**src/rtl/vec_reg_streamer.sv**
```systemverilog
// Vector register read streamer: snapshots one register-file entry and streams it as WORD_W-bit words.
// Optional VEC_STREAM_MSW_FIRST_EN emits the most-significant word first (default: least-significant first).
module vec_reg_streamer #(
   parameter  int DATA_W = 512,
   parameter  int WORD_W = 32,
   parameter  int ADDR_W = 2,
   localparam int WORDS  = DATA_W / WORD_W,
   localparam int IDX_W  = (WORDS > 1) ? $clog2(WORDS) : 1
) (
   input  logic              clk,
   input  logic              reset,
   input  logic              start,
   input  logic [ADDR_W-1:0] reg_sel,
   output logic [ADDR_W-1:0] rf_addr,
   input  logic [DATA_W-1:0] rf_data,
   output logic              out_valid,
   input  logic              out_ready,
   output logic [WORD_W-1:0] out_data,
   output logic [IDX_W-1:0]  out_index,
   output logic              out_last,
   output logic              busy,
   output logic              done
);

   localparam logic [IDX_W-1:0] LAST_IDX = IDX_W'(WORDS - 1);

   typedef enum logic [1:0] {
      ST_IDLE   = 2'd0,
      ST_LOAD   = 2'd1,
      ST_STREAM = 2'd2,
      ST_FIN    = 2'd3
   } state_t;

   state_t              state_r, state_s;
   logic [ADDR_W-1:0]   rf_addr_r, rf_addr_s;
   logic [DATA_W-1:0]   buffer_r, buffer_s;
   logic [IDX_W-1:0]    idx_r, idx_s;
   logic [IDX_W-1:0]    slice_s;
   logic                out_valid_r, out_valid_s;
   logic                out_last_r, out_last_s;
   logic                busy_r, busy_s;
   logic                done_r, done_s;

   // Next-state and next-output logic; flag outputs are precomputed so they leave registers.
   always_comb begin
      state_s   = state_r;
      rf_addr_s = rf_addr_r;
      buffer_s  = buffer_r;
      idx_s     = idx_r;
      case (state_r)
         ST_IDLE: begin
            if (start) begin
               state_s   = ST_LOAD;
               rf_addr_s = reg_sel;
            end else begin
               state_s   = ST_IDLE;
            end
         end
         ST_LOAD: begin
            buffer_s = rf_data;
            idx_s    = '0;
            state_s  = ST_STREAM;
         end
         ST_STREAM: begin
            // out_valid is always high here, so out_ready alone marks a transfer
            if (out_ready) begin
               if (idx_r == LAST_IDX) begin
                  state_s = ST_FIN;
               end else begin
                  idx_s   = idx_r + IDX_W'(1);
               end
            end else begin
               state_s = ST_STREAM;
            end
         end
         ST_FIN: begin
            state_s = ST_IDLE;
         end
         default: begin
            state_s = ST_IDLE;
         end
      endcase
      out_valid_s = (state_s == ST_STREAM);
      out_last_s  = (state_s == ST_STREAM) && (idx_s == LAST_IDX);
      busy_s      = (state_s != ST_IDLE);
      done_s      = (state_s == ST_FIN);
   end

   // State and output registers with asynchronous reset.
   always_ff @(posedge clk or posedge reset) begin
      if (reset) begin
         state_r     <= ST_IDLE;
         rf_addr_r   <= '0;
         buffer_r    <= '0;
         idx_r       <= '0;
         out_valid_r <= 1'b0;
         out_last_r  <= 1'b0;
         busy_r      <= 1'b0;
         done_r      <= 1'b0;
      end else begin
         state_r     <= state_s;
         rf_addr_r   <= rf_addr_s;
         buffer_r    <= buffer_s;
         idx_r       <= idx_s;
         out_valid_r <= out_valid_s;
         out_last_r  <= out_last_s;
         busy_r      <= busy_s;
         done_r      <= done_s;
      end
   end

   // Map the transfer counter onto the physical word slice.
   always_comb begin
`ifdef VEC_STREAM_MSW_FIRST_EN
      slice_s = LAST_IDX - idx_r;
`else
      slice_s = idx_r;
`endif
   end

   assign rf_addr   = rf_addr_r;
   assign out_valid = out_valid_r;
   assign out_data  = buffer_r[int'(slice_s) * WORD_W +: WORD_W];
   assign out_index = slice_s;
   assign out_last  = out_last_r;
   assign busy      = busy_r;
   assign done      = done_r;

endmodule

```
**config.mk**
```make
export PLATFORM = sky130hd
export DESIGN_NAME = vec_reg_streamer
export DESIGN_NICKNAME = d
export VERILOG_FILES = /design/src/rtl/vec_reg_streamer.sv
export SDC_FILE = /design/constraint.sdc
export NUM_CORES = 1
export LEC_CHECK = 0
export ABC_CLOCK_PERIOD_IN_PS = 39900
export CAP_MARGIN = 20
export CORE_AREA = 8 8 293 181
export CTS_CLUSTER_SIZE = 28
export DETAILED_ROUTE_END_ITERATION = 12
export DIE_AREA = 0 0 301 189
export GPL_ROUTABILITY_DRIVEN = 0
export MAX_ROUTING_LAYER = met4
export PLACE_DENSITY = 0.75
export SYNTH_ARGS = -nofsm -noshare
export SYNTH_HDL_FRONTEND = slang
export SYNTH_SLANG_ARGS = --single-unit
```
**constraint.sdc**
```tcl
create_clock -name clk -period 39.9 [get_ports clk]
set_clock_uncertainty 0.15 [all_clocks]
set_input_delay 5.985 -clock clk [delete_from_list [all_inputs] [get_ports clk]]
set_output_delay 5.985 -clock clk [all_outputs]
set_load 0.01 [all_outputs]
```
======== After elaboration in Yosys (flattened, before gate mapping) ========
Index checks and enable logic that the tools add are counted.
word-level totals
  bits of input ports ..................... 518
  flip-flop bits (word level) ............. 524
  output and inout port bits .............. 42
  word-level logic and storage cells ...... 28
  bits in writable memories ............... 0
  latch bits .............................. 0
  memory bits (read-only) ................. 0
  memories kept ........................... 0
operators by class
  eq/ne operators ......................... 7
  reduce and logical (&&, ||, !) cells .... 4
  bitwise operators ....................... 0
  multipliers ............................. 0
  div/mod/pow operators ................... 0
  $lt $le $gt $ge ......................... 0
  multiplexer cells ....................... 7
  add/subtract/negate cells ............... 1
  shifts and indexed selects .............. 1
operators with widths
  kind                   number
  $shiftx A512 B10 Y32   1
  $eq A2 B2 Y1 const B   4
  $eq A4 B4 Y1 const B   2
  $mux W4                2
  $pmux W2 S4            1
  $pmux W4 S2            1
  $add A4 B1 Y4 const B  1
  $mux W2                2
  $eq A2 B1 Y1 const B   1
  $logic_not A2 Y1       1
  $reduce_and A2 Y1      1
  $reduce_bool A2 Y1     1
  $logic_and A1 B1 Y1    1
  $mux W1                1

======== Logic depth before layout (Yosys ltp) ========
Gate-level depths: netlist of the first run.
  depth after elaboration ................. 6
  gate-level depth with buffers ........... 7
  gate-level depth less buffers ........... 6

======== Worst setup path after synthesis of the first run ========
OpenSTA, ideal clock, no wires.
  path type ............................... reg-to-output
  from .................................... register idx_r[0], in the netlist out_index[0]
  to ...................................... output out_data[11]
  path buffers ............................ 2
  required time ........................... 33765 ps
  data arrival time ....................... 1529 ps
  slack ................................... 32236 ps
  cell stages (with the launch flop) ...... 6
  cells stage by stage .................... dfrtp_1 -> buf_6 -> buf_4 -> mux4_2 -> a22oi_1 -> nand2_1
between the ends
  word-level cells in the longest chain between the ends .. 1
RTL lines
  element                 line  source
  start, declared         37    logic [IDX_W-1:0] idx_r, idx_s;
  start signal, assigned  104   idx_r <= idx_s;
  $shiftx A512 B10 Y32    123   assign out_data = buffer_r[int'(slice_s) * WORD_W +: WORD_W];
  end, declared           18    output logic [WORD_W-1:0] out_data,
Every way passes these cells.

======== Worst setup path after layout of the first run ========
  from .................................... register idx_r[0], in the netlist out_index[0]
  to ...................................... output out_data[4]
The elaborated chain is that of the path after synthesis.

==> flow_metrics.env, run 1 <==
export IMPL_slew_violations=0
export IMPL_clk_pin_slew_ns=0.06
export IMPL_pre_cts_ws_ns=29.80
export IMPL_post_dp_hpwl_mm=51.5
export IMPL_clk_insertion_delay_late_ns=0.55
export IMPL_status="finished clean"
export IMPL_ir_drop_v=0.0000502
export IMPL_seqCellArea_um2=13100
export IMPL_yosysUniqueCellTypes=35
export IMPL_met3_wirelength_mm=4.29
export IMPL_yosysWarningCount=0
export IMPL_setup_ws_ns=29.24
export IMPL_max_slew_worst_pin_slew_ns=1.13
export IMPL_hold_viol=0
export IMPL_crit_path_start="out_index[0]$_DFF_PP0_"
export IMPL_final_core_util_pct=64.4
export IMPL_met2_length_mm=35.6
export IMPL_fin_crit_ns=10.66
export IMPL_antenna_found_initial=28
export IMPL_critical_path_max_fanout=60
export IMPL_ys_seq_area_share_pct=55.6
export IMPL_grt_max_degree=168
export IMPL_cts_tree="built"
export IMPL_vias_per_cell=5.52
export IMPL_grt_pass1_vias=17000
export IMPL_power_mw=2.38
export IMPL_drt_wl_total_mm=71.2
export IMPL_nets=2592
export IMPL_crit_reg2reg_launch="state_r[1]$_DFF_PP0_"
export IMPL_grt_usage_pct=25.2
export IMPL_rsz0062_at_grt="false"
export IMPL_vias=15400
export IMPL_io_pins=560
export IMPL_drt_pass1_iterations=5
export IMPL_wl_met1_mm=29.3
export IMPL_synth_cells=1547
export IMPL_dieWidth_um=301
export IMPL_die_area_um2=56900
export IMPL_layout_drive_gt1_share_pct=32.7
export IMPL_areaGrowthSynthToFinish_pct=32.9
export IMPL_hold_path_startpoint="buffer_r[136]$_DFFE_PP0N_"
export IMPL_min_path_type="flip-flop to flip-flop"
export IMPL_cts_resized_gates=0
export IMPL_max_freq_mhz=93.8
export IMPL_fin_crit_sh_pct=26.7
export IMPL_max_cap_violations=0
export IMPL_arrival_ns=4.53
export IMPL_maxUsedRoutingLayer="met4"
export IMPL_syn_nets=2070
export IMPL_fill_cells=3512
export IMPL_power_density_nw_per_um2=75.8
export IMPL_cts_buffers=49
export IMPL_start_kind="flip-flop"
export IMPL_drtAntennaViolNets=0
export IMPL_required_ns=33.76
export IMPL_std_cell_rows=63
export IMPL_drt_iter0_drc=939
export IMPL_wl_per_cell_um=25.6
export IMPL_cts_buffer_depth=3
export IMPL_cts_setup_buffers=0
export IMPL_setup_tns_ns=0
export IMPL_finalSetupViolCount=0
export IMPL_ctsHtreeMaxLevel=2
export IMPL_cts_root_buf="clkbuf_16"
export IMPL_worstSetupPathType="flip-flop to output pin"
export IMPL_synth_seq_cells=524
export IMPL_die_y_um=189
export IMPL_start_util_pct=48.4
export IMPL_multi_input_area_um2=9850
export IMPL_coreArea_um2=48700
export IMPL_p_leak_nw=12.6
export IMPL_max_slew_margin_rel_pct=24.3
export IMPL_drc=0
export IMPL_port_buffers=559
export IMPL_endpoint_kind="output pin"
export IMPL_clock_sinks=524
export IMPL_synthesis_area_um2=23600
export IMPL_grt_overflow_total=0
export IMPL_postCtsHoldBufs=0
export IMPL_postSynthAreaPerCell_um2=15.3
export IMPL_grt_pass1_wl_mm=107
## logic make-up (layout without fill, tap and decap cells)
logic type | count (synthesis) | in the layout | share of synthesized area [%]
mux | 707 | 707 | 36.1
flops | 524 | 524 | 55.6
buf+inv | 116 | 676 | 2.87
compound gates | 103 | 103 | 3.30
simple gates | 91 | 91 | 1.84
fa+ha+maj | 5 | 5 | 0.265
xor+xnor | 1 | 1 | 0.0371
other cells | 0 | 29 | 0
## metal layers
metal | track usage (%) | up-vias
li1 | - | 6855
met1 | 31.6 | 7993
met2 | 40.3 | 426
met3 | 6.23 | 103
met4 | 7.98 | 0
met5 | - | -
## flip-flops by register name, indices dropped and copies added (netlist names)
signal,count
buffer_r,512
busy,1
rf_addr,2
out_index,4
out_last,1
out_valid,1
done,1
state_r,2
## metrics by stage
stage	instances	hold slack, ns	instance area [um2]
final	2786	0.351	31400
after global routing	2785	0.365	31400
after CTS	2755	0.356	31200
after floorplan	1547	0.322	23600
after detailed placement	2666	0.342	29600
after global placement	2666	0.335	29600
## layout make-up
cell class	instances	area share (%)
multi-input combinational	907	31.4
tap	650	2.59
clock inverter	7	0.295
clock buffer	82	4.95
timing repair buffer	583	18.6
sequential	524	41.9
antenna	29	0.231
inverter	4	0.0718
## placed cells by master (no fill, tap or decap), types with 15 or more instances in the layout
cell	n
clkbuf_8	16
mux4_2	63
buf_4	21
clkbuf_1	15
dfrtp_1	520
clkdlybuf4s50_1	559
a22oi_1	96
nand2_1	37
nand3_1	33
clkbuf_16	51
diode_2	29
mux2_2	514
mux2i_1	129
## path summary, 6_finish.rpt
path | cells past startpoint | slack (ns) | end
worst max-delay path | 7 | 29.24 | out_data[4]
worst min-delay path | 1 | 0.35 | buffer_r[136]$_DFFE_PP0N_
worst max register to register | 8 | 35.74 | buffer_r[290]$_DFFE_PP0N_
worst min register to register | 1 | 0.35 | buffer_r[136]$_DFFE_PP0N_
max in group asynchronous | 4 | 31.43 | buffer_r[296]$_DFFE_PP0N_
min in group asynchronous | 2 | 5.81 | buffer_r[84]$_DFFE_PP0N_
## power breakdown
part | switching, mW | internal (mW)
Clock | 0.204 | 0.277
Combinational | 0.384 | 0.556
Sequential | 0.150 | 0.806
## worst max-delay path, stage by stage, from the launching register on
cell	delay [ns]
dfrtp_4	0.71
buf_4	0.90
buf_4	0.88
mux2i_1	0.19
a22oi_1	0.22
nand3_1	0.21
nand2_1	0.19
clkdlybuf4s50_1	0.58
## cell usage after synthesis
| library cell | number | area [um2] |
|---|---|---|
| buf_6 | 15 | 169 |
| nand4_1 | 2 | 12.5 |
| dfrtp_1 | 524 | 13100 |
| a31oi_1 | 1 | 6.26 |
| mux2_2 | 514 | 5790 |
| and2b_1 | 1 | 7.51 |
| mux2i_1 | 129 | 1290 |
| a22oi_1 | 96 | 721 |
| buf_4 | 8 | 60.1 |
| nor4b_1 | 1 | 8.76 |
| nand3_1 | 33 | 165 |
| buf_1 | 1 | 3.75 |
| buf_8 | 1 | 15.0 |
| nor2_1 | 5 | 18.8 |
| a21oi_1 | 2 | 10.0 |
| buf_2 | 70 | 350 |
| o31ai_2 | 1 | 12.5 |
| nor2b_1 | 3 | 18.8 |
| and2_1 | 2 | 12.5 |
| and4b_1 | 1 | 10.0 |
| inv_1 | 4 | 15.0 |
| a211oi_2 | 1 | 12.5 |
| mux4_2 | 63 | 1420 |
| nor3_1 | 1 | 5.00 |
| mux4_1 | 1 | 26.3 |
| ha_1 | 5 | 62.6 |
| and4bb_1 | 1 | 12.5 |
| nand2b_1 | 2 | 12.5 |
| a41oi_1 | 1 | 8.76 |
| and3_1 | 1 | 6.26 |
| o22a_1 | 1 | 8.76 |
| nand2_1 | 37 | 139 |
| nor2_2 | 1 | 6.26 |
| xnor2_1 | 1 | 8.76 |
| clkbuf_1 | 17 | 63.8 |
(Power assumes the default switching activity.)
==> run 2: changes to the inputs <==
--- a/config.mk
+++ b/config.mk
@@ -5,7 +5,7 @@
 export SDC_FILE = /design/constraint.sdc
 export NUM_CORES = 1
 export LEC_CHECK = 0
-export ABC_CLOCK_PERIOD_IN_PS = 39900
+export ABC_CLOCK_PERIOD_IN_PS = 9970
 export CAP_MARGIN = 20
 export CORE_AREA = 8 8 293 181
 export CTS_CLUSTER_SIZE = 28
==> constraint.sdc (replaced) <==
create_clock -name clk -period 9.97 [get_ports clk]
set_clock_uncertainty 0.15 [all_clocks]
set_input_delay 1.4955 -clock clk [delete_from_list [all_inputs] [get_ports clk]]
set_output_delay 1.4955 -clock clk [all_outputs]
set_load 0.01 [all_outputs]
==> run 2 against run 1 <==
Routed wire length decreased by 0.76%. Register-to-register slack worse by 29 ns. Flip-flop and latch count stayed put. Global-route usage fell by 0.18 points. Hold slack about the same. Critical path type unchanged. Largest cell class unchanged.
==> flow_metrics.env, run 2 (same netlist as run 1, synthesis figures left out) <==
export IMPL_clk_pin_slew_ns=0.06
export IMPL_layout_common_cells="559 x clkdlybuf4s50_1, 520 x dfrtp_1, 514 x mux2_2"
export IMPL_finalSetupViolCount=0
export IMPL_clk_insertion_delay_late_ns=0.55
export IMPL_fin_crit_sh_pct=57.6
export IMPL_grt_usage_pct=25.0
export IMPL_vias=15400
export IMPL_critical_path_max_fanout=73
export IMPL_setup_tns_ns=0
export IMPL_start_kind="flip-flop"
export IMPL_die_y_um=189
export IMPL_p_leak_nw=12.6
export IMPL_layout_drive_gt1_share_pct=32.9
export IMPL_die_area_um2=56900
export IMPL_post_dp_hpwl_mm=50.9
export IMPL_hold_viol=0
export IMPL_std_cell_rows=63
export IMPL_max_freq_mhz=174
export IMPL_cts_buffer_depth=3
export IMPL_dieWidth_um=301
export IMPL_slowest_delay_ns=1.12
export IMPL_antenna_found_initial=31
export IMPL_drtAntennaViolNets=0
export IMPL_clock_sinks=524
export IMPL_worstPathCellList="buf_12 > nor2b_2 > a22oi_1 > nand2_1 > clkdlybuf4s50_1"
export IMPL_rsz0062_at_grt="false"
export IMPL_slew_violations=0
export IMPL_port_buffers=559
export IMPL_nets=2587
export IMPL_drc=0
export IMPL_largest_reg_flops=512
export IMPL_start_util_pct=48.4
export IMPL_ctsHtreeMaxLevel=2
export IMPL_areaGrowthSynthToFinish_pct=32.9
export IMPL_drt_iter0_drc=928
export IMPL_largest_register="buffer_r"
export IMPL_coreArea_um2=48700
export IMPL_final_core_util_pct=64.4
export IMPL_io_pins=560
export IMPL_final_common_cell="clkdlybuf4s50_1"
export IMPL_dp_cells=2662
export IMPL_max_cap_violations=0
export IMPL_critical_path_top_delay_family="flip-flops"
export IMPL_cts_tree="built"
export IMPL_max_slew_worst_pin_slew_ns=1.20
export IMPL_stdcell_count=2784
export IMPL_power_density_nw_per_um2=304
export IMPL_endpoint_kind="output pin"
export IMPL_required_ns=8.32
export IMPL_worstSetupPathType="flip-flop to output pin"
export IMPL_grt_max_degree=203
export IMPL_status="finished clean"
export IMPL_grt_overflow_total=0
export IMPL_grt_pass1_wl_mm=106
export IMPL_cts_buffers=49
export IMPL_fin_crit_ns=5.74
export IMPL_wl_per_cell_um=25.4
export IMPL_arrival_ns=4.10
export IMPL_drt_wl_total_mm=70.7
export IMPL_cts_setup_buffers=0
export IMPL_vias_per_cell=5.55
export IMPL_crit_slowest_cell="dfrtp_4"
export IMPL_cts_resized_gates=0
export IMPL_min_path_type="flip-flop to flip-flop"
export IMPL_postCtsHoldBufs=0
export IMPL_ir_drop_v=0.000202
export IMPL_max_slew_margin_rel_pct=20.2
export IMPL_drt_pass1_iterations=5
export IMPL_cts_root_buf="clkbuf_16"
export IMPL_timing_critical_path_buf_inv=2
export IMPL_grt_pass1_vias=17200
-- run 2: cell count changes in the layout (fill, tap and decap cells not counted), sizes merged --
| cell | delta |
|---|---|
| clkinv | +7 |
| clkbuf | -6 |
| buf | -5 |
| diode | +2 |
| inv | -2 |
| bufinv | +1 |
| clkinvlp | +1 |
-- run 2: power breakdown --
group          internal (mW)  total (mW)  switching [mW]
Combinational           2.23        3.75            1.52
Sequential              3.22        3.83           0.609
Clock                   1.13        1.94           0.816
Total                   6.58        9.52            2.95
-- run 2: per-layer routing --
layer / up-vias / routed length (um) / GRT usage, %
met3: 133 / 4720 / 6.22
met2: 462 / 35200 / 40.2
met5: - / 0 / -
met1: 8031 / 27900 / 30.2
li1: 6821 / - / -
met4: 0 / 2760 / 10.4
-- run 2: worst paths after layout --
path                            cells after the start  slack [ns]                 startpoint                        end
worst min register to register                      1        0.35  buffer_r[154]$_DFFE_PP0N_  buffer_r[154]$_DFFE_PP0N_
worst max register to register                      5        6.25       state_r[1]$_DFF_PP0_  buffer_r[420]$_DFFE_PP0N_
min in group asynchronous                           2        1.22                      reset  buffer_r[147]$_DFFE_PP0N_
max in group asynchronous                           4        6.24                      reset  buffer_r[324]$_DFFE_PP0N_
worst min-delay path                                1        0.35  buffer_r[154]$_DFFE_PP0N_  buffer_r[154]$_DFFE_PP0N_
worst max-delay path                                5        4.23     out_index[0]$_DFF_PP0_               out_data[12]
-- run 2: metrics by stage --
stage	setup WS, ns	hold WS, ns	instance area [um2]	power, mW
finish	4.23	0.352	31400	9.52
floorplan	1.20	0.322	23600	6.40
global placement	4.25	0.333	29600	7.48
detailed placement	4.67	0.341	29600	7.65
global route	3.94	0.363	31400	10.1
CTS	4.05	0.355	31300	9.62
-- run 2: area by class of cell --
| cell class | instances | area (um2) |
|---|---|---|
| fill | 3572 | 17400 |
| sequential | 524 | 13100 |
| multi-input combinational | 907 | 9850 |
| timing repair buffer | 578 | 5810 |
| clock buffer | 76 | 1520 |
| tap | 650 | 813 |
| clock inverter | 14 | 149 |
| antenna | 31 | 77.6 |
| inverter | 4 | 18.8 |
-- run 2: worst reg2reg max path, stage by stage (launching register included) --
cell and delay, ns:
dfrtp_1 0.38, inv_1 0.13, ha_4 0.69, buf_4 0.86
buf_12 0.64, mux2_2 0.76
==> run 3: changes to the inputs <==
--- a/config.mk
+++ b/config.mk
@@ -5,7 +5,7 @@
 export SDC_FILE = /design/constraint.sdc
 export NUM_CORES = 1
 export LEC_CHECK = 0
-export ABC_CLOCK_PERIOD_IN_PS = 9970
+export ABC_CLOCK_PERIOD_IN_PS = 5300
 export CAP_MARGIN = 20
 export CORE_AREA = 8 8 293 181
 export CTS_CLUSTER_SIZE = 28
==> constraint.sdc (replaced) <==
create_clock -name clk -period 5.3 [get_ports clk]
set_clock_uncertainty 0.15 [all_clocks]
set_input_delay 0.795 -clock clk [delete_from_list [all_inputs] [get_ports clk]]
set_output_delay 0.795 -clock clk [all_outputs]
set_load 0.01 [all_outputs]
==> run 3 against run 2 <==
Routed wire length is 0.67% higher. Via count decreased by 1.1%. Combinational power increased by 90%. Total power grew 89%. Global-route usage is 0.17 points higher. Sequential power is 88% higher. Non-clock buffer count is 8 higher. Final area grew 0.31%. Clock power is 87% higher. Final cell count about the same. Hold slack lost 0.0025 ns. Flip-flop and latch count unchanged. Critical path type unchanged. Highest routed layer unchanged.
==> flow_metrics.env, run 3 (same netlist as run 1, synthesis figures left out) <==
export IMPL_cts_root_buf="clkbuf_16"
export IMPL_required_ns=4.36
export IMPL_layout_common_cells="559 x clkdlybuf4s50_1, 520 x dfrtp_1, 514 x mux2_2"
export IMPL_endpoint_kind="output pin"
export IMPL_ir_drop_v=0.000317
export IMPL_largest_reg_flops=512
export IMPL_cts_buffers=49
export IMPL_arrival_ns=3.52
export IMPL_p_leak_nw=12.7
export IMPL_dp_cells=2671
export IMPL_layout_drive_gt1_share_pct=33.1
export IMPL_die_area_um2=56900
export IMPL_fin_crit_ns=4.47
export IMPL_vias=15300
export IMPL_wl_per_cell_um=25.5
export IMPL_stdcell_count=2786
export IMPL_coreArea_um2=48700
export IMPL_slew_violations=0
export IMPL_whs_ns=0.349
export IMPL_max_slew_margin_rel_pct=26.7
export IMPL_holdPathStages=1
export IMPL_status="finished clean"
export IMPL_drtAntennaViolNets=0
export IMPL_port_buffers=559
export IMPL_die_y_um=189
export IMPL_grt_max_degree=122
export IMPL_critical_path_max_fanout=38
export IMPL_start_kind="flip-flop"
export IMPL_dieWidth_um=301
export IMPL_hold_viol=0
export IMPL_drt_wl_total_mm=71.1
export IMPL_grt_usage_pct=25.2
export IMPL_cts_buffer_depth=3
export IMPL_areaGrowthSynthToFinish_pct=33.3
export IMPL_nets=2595
export IMPL_drc=0
export IMPL_largest_register="buffer_r"
export IMPL_final_common_cell="clkdlybuf4s50_1"
export IMPL_finalSetupViolCount=0
export IMPL_min_path_type="flip-flop to flip-flop"
export IMPL_io_pins=560
export IMPL_ctsHtreeMaxLevel=2
export IMPL_cts_setup_buffers=0
export IMPL_drt_pass1_iterations=5
export IMPL_final_area_um2=31500
export IMPL_max_slew_worst_pin_slew_ns=1.10
export IMPL_r2r_cells=4
export IMPL_drt_iter0_drc=936
export IMPL_fill_cells=3553
export IMPL_power_density_nw_per_um2=571
export IMPL_cts_tree="built"
export IMPL_std_cell_rows=63
export IMPL_clk_pin_slew_ns=0.07
export IMPL_power_mw=18.0
export IMPL_rsz0062_at_grt="false"
export IMPL_max_cap_violations=0
export IMPL_grt_overflow_total=0
export IMPL_seqCellArea_um2=13100
export IMPL_worstSetupPathType="flip-flop to output pin"
export IMPL_vias_per_cell=5.48
export IMPL_cts_resized_gates=0
export IMPL_postCtsHoldBufs=0
export IMPL_clk_insertion_delay_late_ns=0.57
export IMPL_grt_pass1_wl_mm=107
export IMPL_start_util_pct=48.4
export IMPL_multi_input_area_um2=9850
export IMPL_max_freq_mhz=224
export IMPL_clock_sinks=524
export IMPL_antenna_found_initial=25
export IMPL_fin_crit_sh_pct=84.3
export IMPL_dpl_instance_area_um2=29700
export IMPL_grt_pass1_vias=17100
export IMPL_post_dp_hpwl_mm=52.3
[run 3: cell count changes in the layout (fill, tap and decap cells not counted), sizes merged]
cell / delta
clkbuf: -5
clkinv: +2
bufinv: +1
buf: +8
diode: -6
clkinvlp: +2
[run 3: metrics by stage]
stage                     worst slack, ns  util, %  setup TNS, ns
after floorplan                     -2.77        -       -1448.95
after global placement               1.37     61.0              0
after detailed placement             1.37     61.0              0
after CTS                           0.740     64.4              0
after global routing                0.643     64.6              0
final                               0.831     64.6              0
[run 3: power by group]
part | leakage [nW] | switching (mW) | total (mW) | internal, mW
sequential | 6.22 | 1.14 | 7.21 | 6.07
clock | 0.821 | 1.54 | 3.63 | 2.10
combinational | 5.64 | 2.90 | 7.11 | 4.20
total | 12.7 | 5.58 | 18.0 | 12.4
[run 3: path summary, 6_finish.rpt]
check / start / endpoint / slack (ns)
worst max-delay path: out_index[2]$_DFF_PP0_ / out_data[5] / 0.83
worst min-delay path: buffer_r[144]$_DFFE_PP0N_ / buffer_r[144]$_DFFE_PP0N_ / 0.35
worst max register to register: state_r[1]$_DFF_PP0_ / buffer_r[375]$_DFFE_PP0N_ / 2.55
worst min register to register: buffer_r[144]$_DFFE_PP0N_ / buffer_r[144]$_DFFE_PP0N_ / 0.35
max in group asynchronous: reset / buffer_r[402]$_DFFE_PP0N_ / 3.33
min in group asynchronous: reset / rf_addr[0]$_DFFE_PP0P_ / 0.57
[run 3: worst max-delay path, stage by stage (launching register included)]
cell,delay [ns]
dfrtp_4,0.79
buf_4,0.60
mux4_2,0.40
a22oi_1,0.43
nand2_1,0.14
clkdlybuf4s50_1,0.52
[run 3: cell type report]
| class | instances | share of cell area [%] |
|---|---|---|
| flip-flops and latches | 524 | 41.7 |
| multi-input cells | 907 | 31.3 |
| repair buffers | 586 | 18.9 |
| clock buffers | 71 | 4.61 |
| well taps | 650 | 2.59 |
| clock inverters | 19 | 0.648 |
| diodes | 25 | 0.199 |
| inverters | 4 | 0.0597 |
[run 3: metal layers]
metal / track usage (%) / share of wire, % / vias to the layer above / wire length [um]
met3: 6.01 / 5.9 / 109 / 4210
met1: 31.0 / 41 / 7891 / 29200
li1: - / - / 6852 / -
met2: 40.9 / 50 / 428 / 35600
met4: 8.35 / 3.0 / 0 / 2120
met5: - / 0 / - / 0
